File: src/rtl/tx_burst_scheduler.sv
// TX burst scheduler: sends a latched byte a latched number of times over a
// valid/ready handshake, with an optional idle gap after each accepted byte.
module tx_burst_scheduler #(
  parameter int unsigned GAP_CYCLES = 0,
  parameter int unsigned GAP_W      = 16
) (
  input  logic        clk,
  input  logic        rst,
  input  logic        start,
  input  logic        abort,
  input  logic [31:0] max_tx_count,
  input  logic [7:0]  reg_data,
  input  logic        tx_ready,
  output logic        tx_valid,
  output logic [7:0]  tx_data,
  output logic        busy,
  output logic        done,
  output logic        aborted,
  output logic [31:0] sent_count
);

  typedef enum logic [2:0] {
    S_IDLE,
    S_LOAD,
    S_SEND,
    S_GAP,
    S_DONE
  } state_t;

  localparam logic [GAP_W-1:0] GAP_LAST =
    (GAP_CYCLES == 0) ? '0 : GAP_W'(GAP_CYCLES - 1);

  state_t           state_q, state_d;
  logic [31:0]      cnt_l_q, cnt_l_d;
  logic [31:0]      sent_q, sent_d;
  logic [7:0]       data_l_q, data_l_d;
  logic             aborted_q, aborted_d;
  logic             abort_pend_q, abort_pend_d;
  logic [GAP_W-1:0] gap_q, gap_d;
  logic             stop_req;

  always_ff @(posedge clk) begin
    if (!rst) begin
      state_q      <= S_IDLE;
      cnt_l_q      <= '0;
      sent_q       <= '0;
      data_l_q     <= '0;
      aborted_q    <= 1'b0;
      abort_pend_q <= 1'b0;
      gap_q        <= '0;
    end else begin
      state_q      <= state_d;
      cnt_l_q      <= cnt_l_d;
      sent_q       <= sent_d;
      data_l_q     <= data_l_d;
      aborted_q    <= aborted_d;
      abort_pend_q <= abort_pend_d;
      gap_q        <= gap_d;
    end
  end

  // An abort seen while a byte is stalled is remembered until that byte is accepted.
  assign stop_req = abort | abort_pend_q;

  always_comb begin
    state_d      = state_q;
    cnt_l_d      = cnt_l_q;
    sent_d       = sent_q;
    data_l_d     = data_l_q;
    aborted_d    = aborted_q;
    abort_pend_d = abort_pend_q;
    gap_d        = gap_q;

    case (state_q)
      S_IDLE: begin
        abort_pend_d = 1'b0;
        if (start && !abort) state_d = S_LOAD;
      end
      S_LOAD: begin
        cnt_l_d      = max_tx_count;
        data_l_d     = reg_data;
        sent_d       = '0;
        aborted_d    = abort;
        abort_pend_d = 1'b0;
        if (max_tx_count == '0 || abort) state_d = S_DONE;
        else                             state_d = S_SEND;
      end
      S_SEND: begin
        if (tx_ready) begin
          sent_d       = sent_q + 32'd1;
          abort_pend_d = 1'b0;
          if (sent_q + 32'd1 == cnt_l_q) begin
            state_d = S_DONE;
          end else if (stop_req) begin
            state_d   = S_DONE;
            aborted_d = 1'b1;
          end else if (GAP_CYCLES != 0) begin
            state_d = S_GAP;
            gap_d   = '0;
          end
        end else if (abort) begin
          abort_pend_d = 1'b1;
        end
      end
      S_GAP: begin
        if (abort) begin
          state_d   = S_DONE;
          aborted_d = 1'b1;
        end else if (gap_q == GAP_LAST) begin
          state_d = S_SEND;
        end else begin
          gap_d = gap_q + 1'b1;
        end
      end
      S_DONE: begin
        abort_pend_d = 1'b0;
        state_d      = S_IDLE;
      end
      default: state_d = S_IDLE;
    endcase
  end

  assign tx_valid   = (state_q == S_SEND);
  assign tx_data    = data_l_q;
  assign busy       = (state_q != S_IDLE);
  assign done       = (state_q == S_DONE);
  assign aborted    = aborted_q;
  assign sent_count = sent_q;

endmodule

File: config.mk
export PLATFORM = sky130hd
export DESIGN_NAME = tx_burst_scheduler
export DESIGN_NICKNAME = d
export VERILOG_FILES = /design/src/rtl/tx_burst_scheduler.sv
export SDC_FILE = /design/constraint.sdc
export NUM_CORES = 1
export LEC_CHECK = 0
export BUFFER_PORTS_ARGS = -buffer_cell sky130_fd_sc_hd__buf_4
export CAP_MARGIN = 20
export CORE_ASPECT_RATIO = 1.5
export CORE_MARGIN = 2
export CORE_UTILIZATION = 39
export DETAILED_ROUTE_END_ITERATION = 6
export GPL_TIMING_DRIVEN = 1
export PLACE_DENSITY = 0.58
export RECOVER_POWER = 25
export SYNTH_ARGS = -nofsm -noshare
export SYNTH_HDL_FRONTEND = slang
export SYNTH_SLANG_ARGS = --single-unit
export TNS_END_PERCENT = 1
File: constraint.sdc
create_clock -name clk -period 4.23 [get_ports clk]
set_input_delay 0.846 -clock clk [delete_from_list [all_inputs] [get_ports clk]]
set_output_delay 0.846 -clock clk [all_outputs]
set_load 0.02 [all_outputs]
## Word-level counts from Yosys, hierarchy flattened

Cells that the tools add are included.

- $add $sub $neg: 2
- Equality and inequality tests: 13
- Mux-type cells: 17
- Bitwise gates (word level): 3
- Reduce and logical (&&, ||, !) cells: 16

Operator list:

| cell | count |
|---|---|
| one-hot mux 32 bit (2 select lines) | 1 |
| adder 32 x 1 -> 32 bit, second input constant | 1 |
| equality test 32 bit | 1 |
| logical NOT 32 bit | 1 |
| two-way mux 32 bit | 1 |
| two-way mux 3 bit | 7 |
| adder 16 x 1 -> 16 bit, second input constant | 1 |
| logical NOT 16 bit | 1 |
| one-hot mux 3 bit (4 select lines) | 1 |
| != test 2 bit, second input constant | 4 |
| equality test 3 x 2 -> 1 bit, second input constant | 2 |
| != test 3 bit, second input constant | 2 |
| nonzero test 3 bit | 2 |
| two-way mux 1 bit | 5 |
| AND reduction 5 bit | 1 |
| AND reduction 2 bit | 2 |
| AND reduction 4 bit | 1 |
| nonzero test 2 bit | 2 |
| equality test 3 x 1 -> 1 bit, second input constant | 1 |
| equality test 3 bit, second input constant | 1 |
| logical NOT 3 bit | 1 |
| != test 3 x 1 -> 1 bit, second input constant | 1 |
| one-hot mux 1 bit (3 select lines) | 1 |
| AND reduction 3 bit | 1 |
| 8 further kinds | 9 |

- Register bits after elaboration: 93
- Bits of input ports: 45
- Output and inout bits: 44
- Word-level logic and storage cells: 58

## Logic depth before layout (Yosys ltp)

Gate-level depths: netlist (run 1).

- Depth in word-level cells: 5
- Depth in mapped cells: 11
- Gate-level depth less buffers: 10

## Worst setup path after synthesis (run 1)

OpenSTA, ideal clock, no wires.

- Kind: register to register
- From: register sent_q[0] (netlist: sent_count[0])
- To: register aborted_q (netlist: aborted)
- Library setup time: 0.129 ns
- Arrival: 3.019 ns
- Required time: 4.101 ns
- Path slack: 1.082 ns
- Stages on the path, launching flop included: 11
- Path buffers: 2
- Clock period less this slack: 3.148 ns
- Cells stage by stage: dfxtp_1 -> buf_2 -> nand4_4 -> or4_1 -> buf_2 -> or4_4 -> a211oi_2 -> nor2_1 -> or4b_4 -> o31ai_1 -> a21oi_1

- Word-level cells in the longest chain between the ends: 4

RTL lines:

| item | RTL line | RTL |
|---|---|---|
| start, declared | 35 | `logic [31:0] sent_q, sent_d;` |
| start signal, assigned | 54 | `sent_q <= sent_d;` |
| adder 32 x 1 -> 32 bit | 92 | `if (sent_q + 32'd1 == cnt_l_q) begin` |
| equality test 32 bit | 92 |  |
| != test 2 bit (no line) | - |  |
| AND reduction 5 bit (no line) | - |  |
| end signal, assigned | 56 | `aborted_q <= aborted_d;` |
| end, declared | 37 | `logic aborted_q, aborted_d;` |

No other way between the ends.
A chain may end at the register's enable or synchronous reset.

## Final worst setup path (run 1)

Same ends and word-level chain as after synthesis.

==> results of run 1 <==
==> layer usage <==
layer	routed length, um	up-vias	share of wire, %	global-route usage [%]
li1	-	2592	-	-
met5	0	-	0	0
met1	6280	2463	40	24.9
met2	8260	158	52	39.8
met3	846	41	5.3	4.37
met4	509	0	3.2	7.95
==> worst paths after layout <==
kind / to / cells past startpoint
setup / recovery: aborted / 8
hold / removal: tx_data[2] / 2
setup reg to reg: aborted / 8
hold reg to reg: tx_data[2] / 2
==> where the power goes <==
group          leakage [nW]  internal [mW]  total, mW  switching, mW
Sequential            0.751          0.889      0.904         0.0148
Combinational          1.25         0.0645      0.148         0.0838
Clock                 0.149          0.483      0.844          0.361
==> layout by cell type, fill, tap and decap left out, drive strengths merged, types with 8 or more instances in the layout <==
| master | instances |
|---|---|
| inv | 15 |
| nor4 | 24 |
| dfxtp | 93 |
| nand4 | 24 |
| buf | 83 |
| o21ai | 30 |
| xnor2 | 35 |
| clkbuf | 22 |
| xor2 | 18 |
| nor3 | 25 |
| a21oi | 86 |
| nand3 | 20 |
| or3 | 13 |
| nand2 | 122 |
| nor2 | 56 |
| or4 | 8 |
==> cell families (layout without fill, tap and decap cells) <==
logic type | after synthesis | after routing | share of synthesized area [%]
muxes | 3 | 3 | 0.578
DFF | 93 | 93 | 35.8
AOI/OAI and AO/OA | 157 | 157 | 17.8
and+or+nand+nor | 326 | 326 | 31.1
adders and majority gates | 3 | 3 | 0.722
buffers and inverters | 63 | 122 | 5.01
xor gates and xnor gates | 53 | 53 | 8.93
==> state kept, by name, summed over array words and instances, names as in the netlist <==
register / flops
aborted: 1
state_q: 3
gap_q: 16
abort_pend_q: 1
sent_count: 32
tx_data: 8
cnt_l_q: 32
==> worst register-to-register path, stage by stage, from the launching register on <==
cell	delay [ns]
dfxtp_1	0.54
ha_1	0.34
nand3_1	0.41
or3_1	0.56
or4_1	0.59
o311ai_0	0.39
nand4_1	0.24
o31ai_1	0.25
a21oi_1	0.09
==> through the flow <==
stage / util (%) / hold slack [ns]
6_report: 47.4 / 0.460
5_1_grt: 47.4 / 0.483
4_1_cts: 47.7 / 0.461
3_5_place_dp: 45.4 / 0.450
3_3_place_gp: 45.2 / 0.443
2_1_floorplan: - / 0.448
==> cell type report <==
type                       instances  area, um^2  share of cell area, %
clock buffer                      11         243                   3.94
clock inverter                     5        66.3                   1.08
inverter                          12        45.0                  0.730
multi-input combinational        542        3080                   49.9
sequential                        93        1860                   30.2
tap                              159         199                   3.23
timing repair buffer              94         677                   11.0
==> run metrics, run 1 <==
status finished with violations; failing checks max-capacitance violations, max-slew violations; core area 13,000 um^2; Die X around 98 um; total CTS buffers 9; Total Routing Usage GR between 20% and 30%; CP peak stage delay slightly below 0.6 ns; RSZ-0062 raised after global routing false; endpoints failing hold 0; cts repair resizes 0; cell accounting for the most synthesized area dfxtp_1; Power Dens Cells roughly 310 nW/um^2; Clock Skew between 0.009 and 0.01 ns; worst-path fanout max 13; worst path cell trace ha_1, nand3_1, or3_1, or4_1, o311ai_0, nand4_1, o31ai_1, a21oi_1; TritonCTS clock tree yes; H-Tree Depth 3; die area around 14,000 um^2; Post-Place Worst Slack between 0.7 and 0.8 ns; num ports 89; Finished Layout Cells just over 900; Seq/Total Area, Yosys a little over a third; remaining antenna violation count after routing 0; worst reg2reg startpoint sent_count[0]; hold_buf cts 0; Layout fillers around 1,400; dpl hpwl about 12,000 um; top-count cell post-synth nand2_1; WP data required 4.46 ns; TritonRoute pass-1 iters 7; YS warnings 0; Finished Cell Area ~6000 um^2; Worst-Margin Slew between 1.5 and 2 ns; n_diodes 0; startpoint class of the critical path flop; total gr overflow 0; Die H 145 um; Static Leak 2.15 nW; total of max-cap violations 1; Post-Synthesis Cell Area 5200 um^2; synth top area cells dfxtp_1, nand2_1, a21oi_1, xnor2_1, nor2_1; final setup TNS 0 ns; Setup CP Type reg -> reg; Arr. time, crit path 3.75 ns; hold_sp tx_data[2]; placed insts 900; initial DRC count approximately 340; Worst R2R Setup Slack around 0.70 ns; clk buf depth 2; WP buf/inv 0; detailed-route wire length per cell 17.4 um; first-pass GRT wire length around 25,000 um; Worst setup startpoint sent_count[0]; clock-pin transition on the worst setup and hold timing paths 0.07 ns; Post-synth EDFFs 0; pin count of the biggest net entering global routing 45; vias in the first global route approximately 5,000; hold crit path type reg -> reg; Via density between 5 and 6; RePlAce Congestion between 0.9 and 1; initial antenna violation count 0; post-layout min period 3.53 ns; post-placement cell area 5900 um^2; Rel. slew slack -16.4%; DRT Wirelength 15,900 um; Top delay family on crit path simple AND/OR/NAND/NOR gates; FMAX around 280 MHz; Mapped Cells between 600 and 700; Initial Util 39.9%; Setup Fix Bufs, Post-CTS 0; layout cells sized above 1 about 15%; Rows 51; Peak VDD IR 0.000187 V; final worst-path cycle share between 80% and 90%; area grow syn2layout 18.7%; flop and latch count out of synthesis slightly above 90; clk sinks slightly above 90; Max Slew Vio Count ~40; Synth Net Count between 700 and 800; drt drc 0; CP endpoint kind flop; Async SR Flop Fraction 0%; vias 5,254; # setup viols final 0; top cells by count, synth nand2_1, dfxtp_1, a21oi_1; post-synth top area share between 30 and 40%; clock root cell clkbuf_16; synthesized area per cell 7.45 um^2; CP max-delay cell or4_1; post-layout net count 800; worst skew pair latency 0.35 ns; Yosys cell types between 60 and 70; PnR worst setup slack 0.702 ns; Top FF cell, synth dfxtp_1; Total Power around 1.9 mW; IO Port Bufs roughly 90
No activity file was read; power rests on OpenSTA's default activity.
==> run 2: changes to the inputs <==
--- a/config.mk
+++ b/config.mk
@@ -5,6 +5,7 @@
 export SDC_FILE = /design/constraint.sdc
 export NUM_CORES = 1
 export LEC_CHECK = 0
+export ABC_AREA = 1
 export BUFFER_PORTS_ARGS = -buffer_cell sky130_fd_sc_hd__buf_4
 export CAP_MARGIN = 20
 export CORE_ASPECT_RATIO = 1.5
==> constraint.sdc (replaced) <==
create_clock -name clk -period 3.5 [get_ports clk]
set_input_delay 0.7 -clock clk [delete_from_list [all_inputs] [get_ports clk]]
set_output_delay 0.7 -clock clk [all_outputs]
set_load 0.02 [all_outputs]
==> run 2 against run 1 <==
The run now ends clean. Die area grew 4.6%. Count of clock-buffer cells in the layout is the same. Setup slack gained 0.33 ns. Via count grew 8.7%. Critical path depth grew 5. Cell count grew 22%. Critical path type unchanged.
==> run metrics, run 2 <==
status complete, no violations; YS warnings 0 (unchanged); num ports 89 (unchanged); Worst R2R Setup Slack 1.03 ns (+0.33 ns); total of max-cap violations 0 (-1); Mapped Cells 875 (+25%); WP data required 3.73 ns (-0.73 ns); layout cells sized above 1 12.2% (-2.5 points); synthesized area per cell 6.22 um^2 (-16%); synth top area cells dfxtp_1, nand2_1, nand3_1, a21oi_1, inv_1; worst-path fanout max 9 (-4); first-pass GRT wire length 26,900 um (+6.8%); most frequent cells in the layout nand2_1, inv_1, nand3_1; die area 14,900 um^2 (+4.6%); commonest non-fill, non-tap cell in the layout nand2_1; Total Routing Usage GR 22.7% (+0.92 points); cts repair resizes 0 (unchanged); core area 13,600 um^2 (+4.5%); CP endpoint kind flop; # setup viols final 0 (unchanged); startpoint class of the critical path flop; Initial Util 40.0% (+0.099 points); FMAX 404 MHz (+43%); Power Dens Cells 569 nW/um^2 (+85%); Via density 5.10 (-11%); area grow syn2layout 19.4%; H-Tree Depth 3 (unchanged); hold crit path type reg -> reg; remaining antenna violation count after routing 0 (unchanged); initial DRC count 189 (-45%); drt drc 0 (unchanged); final worst-path cycle share 70.6% (-13 points); detailed-route wire length per cell 14.6 um (-16%); Synth Net Count 923 (+24%); Max Slew Vio Count 0 (-100%); Peak VDD IR 0.000380 V (+100%); top cells by count, synth nand2_1, inv_1, nand3_1; final setup TNS 0 ns (unchanged); Finished Layout Cells 1,120 (+22%); Async SR Flop Fraction 0% (unchanged); Setup CP Type reg -> reg; Register-to-Register Path Depth 13 (+5); dpl hpwl 12,100 um (+3.5%); placed insts 1,105 (+23%); Finished Cell Area 6500 um^2 (+5.3%); post-layout min period 2.47 ns (-1.06 ns); Die X 100 um (+2.2%); Top FF cell, synth dfxtp_1; Post-Synthesis Cell Area 5440 um^2 (+4.7%); post-placement cell area 6250 um^2 (+5.9%); pin count of the biggest net entering global routing 70 (+56%); hold path cells 2 (unchanged); n_diodes 0 (unchanged); post-synth top area share 34.2% (-1.6 points); worst skew pair latency 0.34 ns (about the same); Yosys cell types 36 (-41%); Seq/Total Area, Yosys 34.2% (-1.6 points); top-count cell post-synth nand2_1; Worst-Margin Slew 0.907 ns (-0.839 ns); IO Port Bufs 88 (unchanged); total gr overflow 0 (unchanged); RSZ-0062 raised after global routing false; Rel. slew slack 39.4% (+56 points); clock-pin transition on the worst setup and hold timing paths 0.06 ns (about the same); Static Leak 2.68 nW (+24%); Arr. time, crit path 2.70 ns (-1.05 ns); vias in the first global route 5,506 (+10%); total CTS buffers 9 (unchanged); RR Endpoint gap_q[13]; RePlAce Congestion 0.858 (-9.7%); clk buf depth 2 (unchanged); cell accounting for the most synthesized area dfxtp_1; Post-synth EDFFs 0 (unchanged); worst hold path endpoint cnt_l_q[5]; Rows 52 (+2.0%); hold_sp cnt_l_q[5]; DRT Wirelength 16,300 um (+2.7%); TritonCTS clock tree yes; Setup Fix Bufs, Post-CTS 0 (unchanged); vias 5,710 (+8.7%); initial antenna violation count 0 (unchanged); clk sinks 93 (unchanged); clock root cell clkbuf_16; worst reg2reg startpoint state_q[1]; endpoints failing hold 0 (unchanged); Clock Skew 0.0102 ns (+0.000820 ns); hold_buf cts 0 (unchanged); TritonRoute pass-1 iters 5 (-2); Die H 149 um (+2.3%); flop and latch count out of synthesis 93 (unchanged); post-layout net count 1,002 (+25%)
[run 2: cell count changes after synthesis, moves of 18 or more]
cell | previous run | this run
inv_1 | 11 | 97
xnor2_1 | 35 | 2
nand2_1 | 122 | 248
nor2_1 | 56 | 93
nand3_1 | 20 | 95
o21ai_0 | 29 | 56
clkbuf_1 | 38 | 20
[run 2: through the flow]
| stage | util [%] | hold slack [ns] | total power, mW | setup WS, ns |
|---|---|---|---|---|
| 6_report | 47.8 | 0.470 | 3.70 | 1.03 |
| 5_1_grt | 47.8 | 0.491 | 3.93 | 0.674 |
| 4_1_cts | 48.7 | 0.474 | 3.77 | 1.01 |
| 3_5_place_dp | 46.0 | 0.464 | 2.56 | 1.02 |
| 3_3_place_gp | 46.0 | 0.457 | 2.56 | 1.07 |
| 2_1_floorplan | - | 0.444 | 2.15 | 1.28 |
[run 2: cell type report]
cell class | instances | area [um^2]
Multi-Input combinational cell | 657 | 3120
Sequential cell | 93 | 1860
Clock inverter | 4 | 120
Inverter | 102 | 383
Timing Repair Buffer | 91 | 571
Fill cell | 1492 | 7100
Tap cell | 162 | 203
Clock buffer | 11 | 243
[run 2: critical path, cell delays in order, from the launching register on]
cell	delay, ns
dfxtp_1	0.40
inv_1	0.05
nor2_1	0.16
inv_1	0.10
nor3_1	0.30
nand2_1	0.32
inv_2	0.17
nand2_1	0.11
nor2_2	0.17
nand2_1	0.10
nor2_1	0.19
nand2_1	0.09
o21ai_0	0.15
a21oi_1	0.05
[run 2: metal layers]
metal | global-route usage (%) | vias up | part of all wire, %
met5 | 0 | - | 0
met4 | 5.55 | 0 | 0.92
met3 | 3.29 | 8 | 4.0
met2 | 40.8 | 108 | 51
met1 | 28.3 | 2601 | 44
li1 | - | 2993 | -
[run 2: logic make-up (layout without fill, tap and decap cells)]
| family | after synthesis | in the layout | share of synthesized area, % |
|---|---|---|---|
| buffers and inverters | 125 | 208 | 8.69 |
| and+or+nand+nor | 510 | 510 | 42.4 |
| xor gates and xnor gates | 5 | 5 | 0.805 |
| DFF | 93 | 93 | 34.2 |
| muxes | 1 | 1 | 0.184 |
| adders and majority gates | 3 | 3 | 0.690 |
| AOI/OAI and AO/OA | 138 | 138 | 13.0 |
[run 2: worst max-delay path by stage]
stage / startpoint / to / slack, ns / cells past startpoint
2_1_floorplan: sent_count[0] / state_q[1] / 1.28 / 16
6_report: state_q[1] / gap_q[13] / 1.03 / 13
4_1_cts: sent_count[0] / state_q[1] / 1.01 / 18
3_5_place_dp: sent_count[0] / state_q[1] / 1.02 / 18
3_3_place_gp: sent_count[0] / state_q[1] / 1.07 / 18
5_1_grt: state_q[1] / gap_q[13] / 0.67 / 13
[run 2: power breakdown]
| part | switching [mW] | internal (mW) | leakage, nW |
|---|---|---|---|
| combinational | 0.770 | 0.359 | 1.75 |
| sequential | 0.109 | 1.26 | 0.757 |
| clock | 0.416 | 0.787 | 0.176 |
| total | 1.30 | 2.40 | 2.68 |
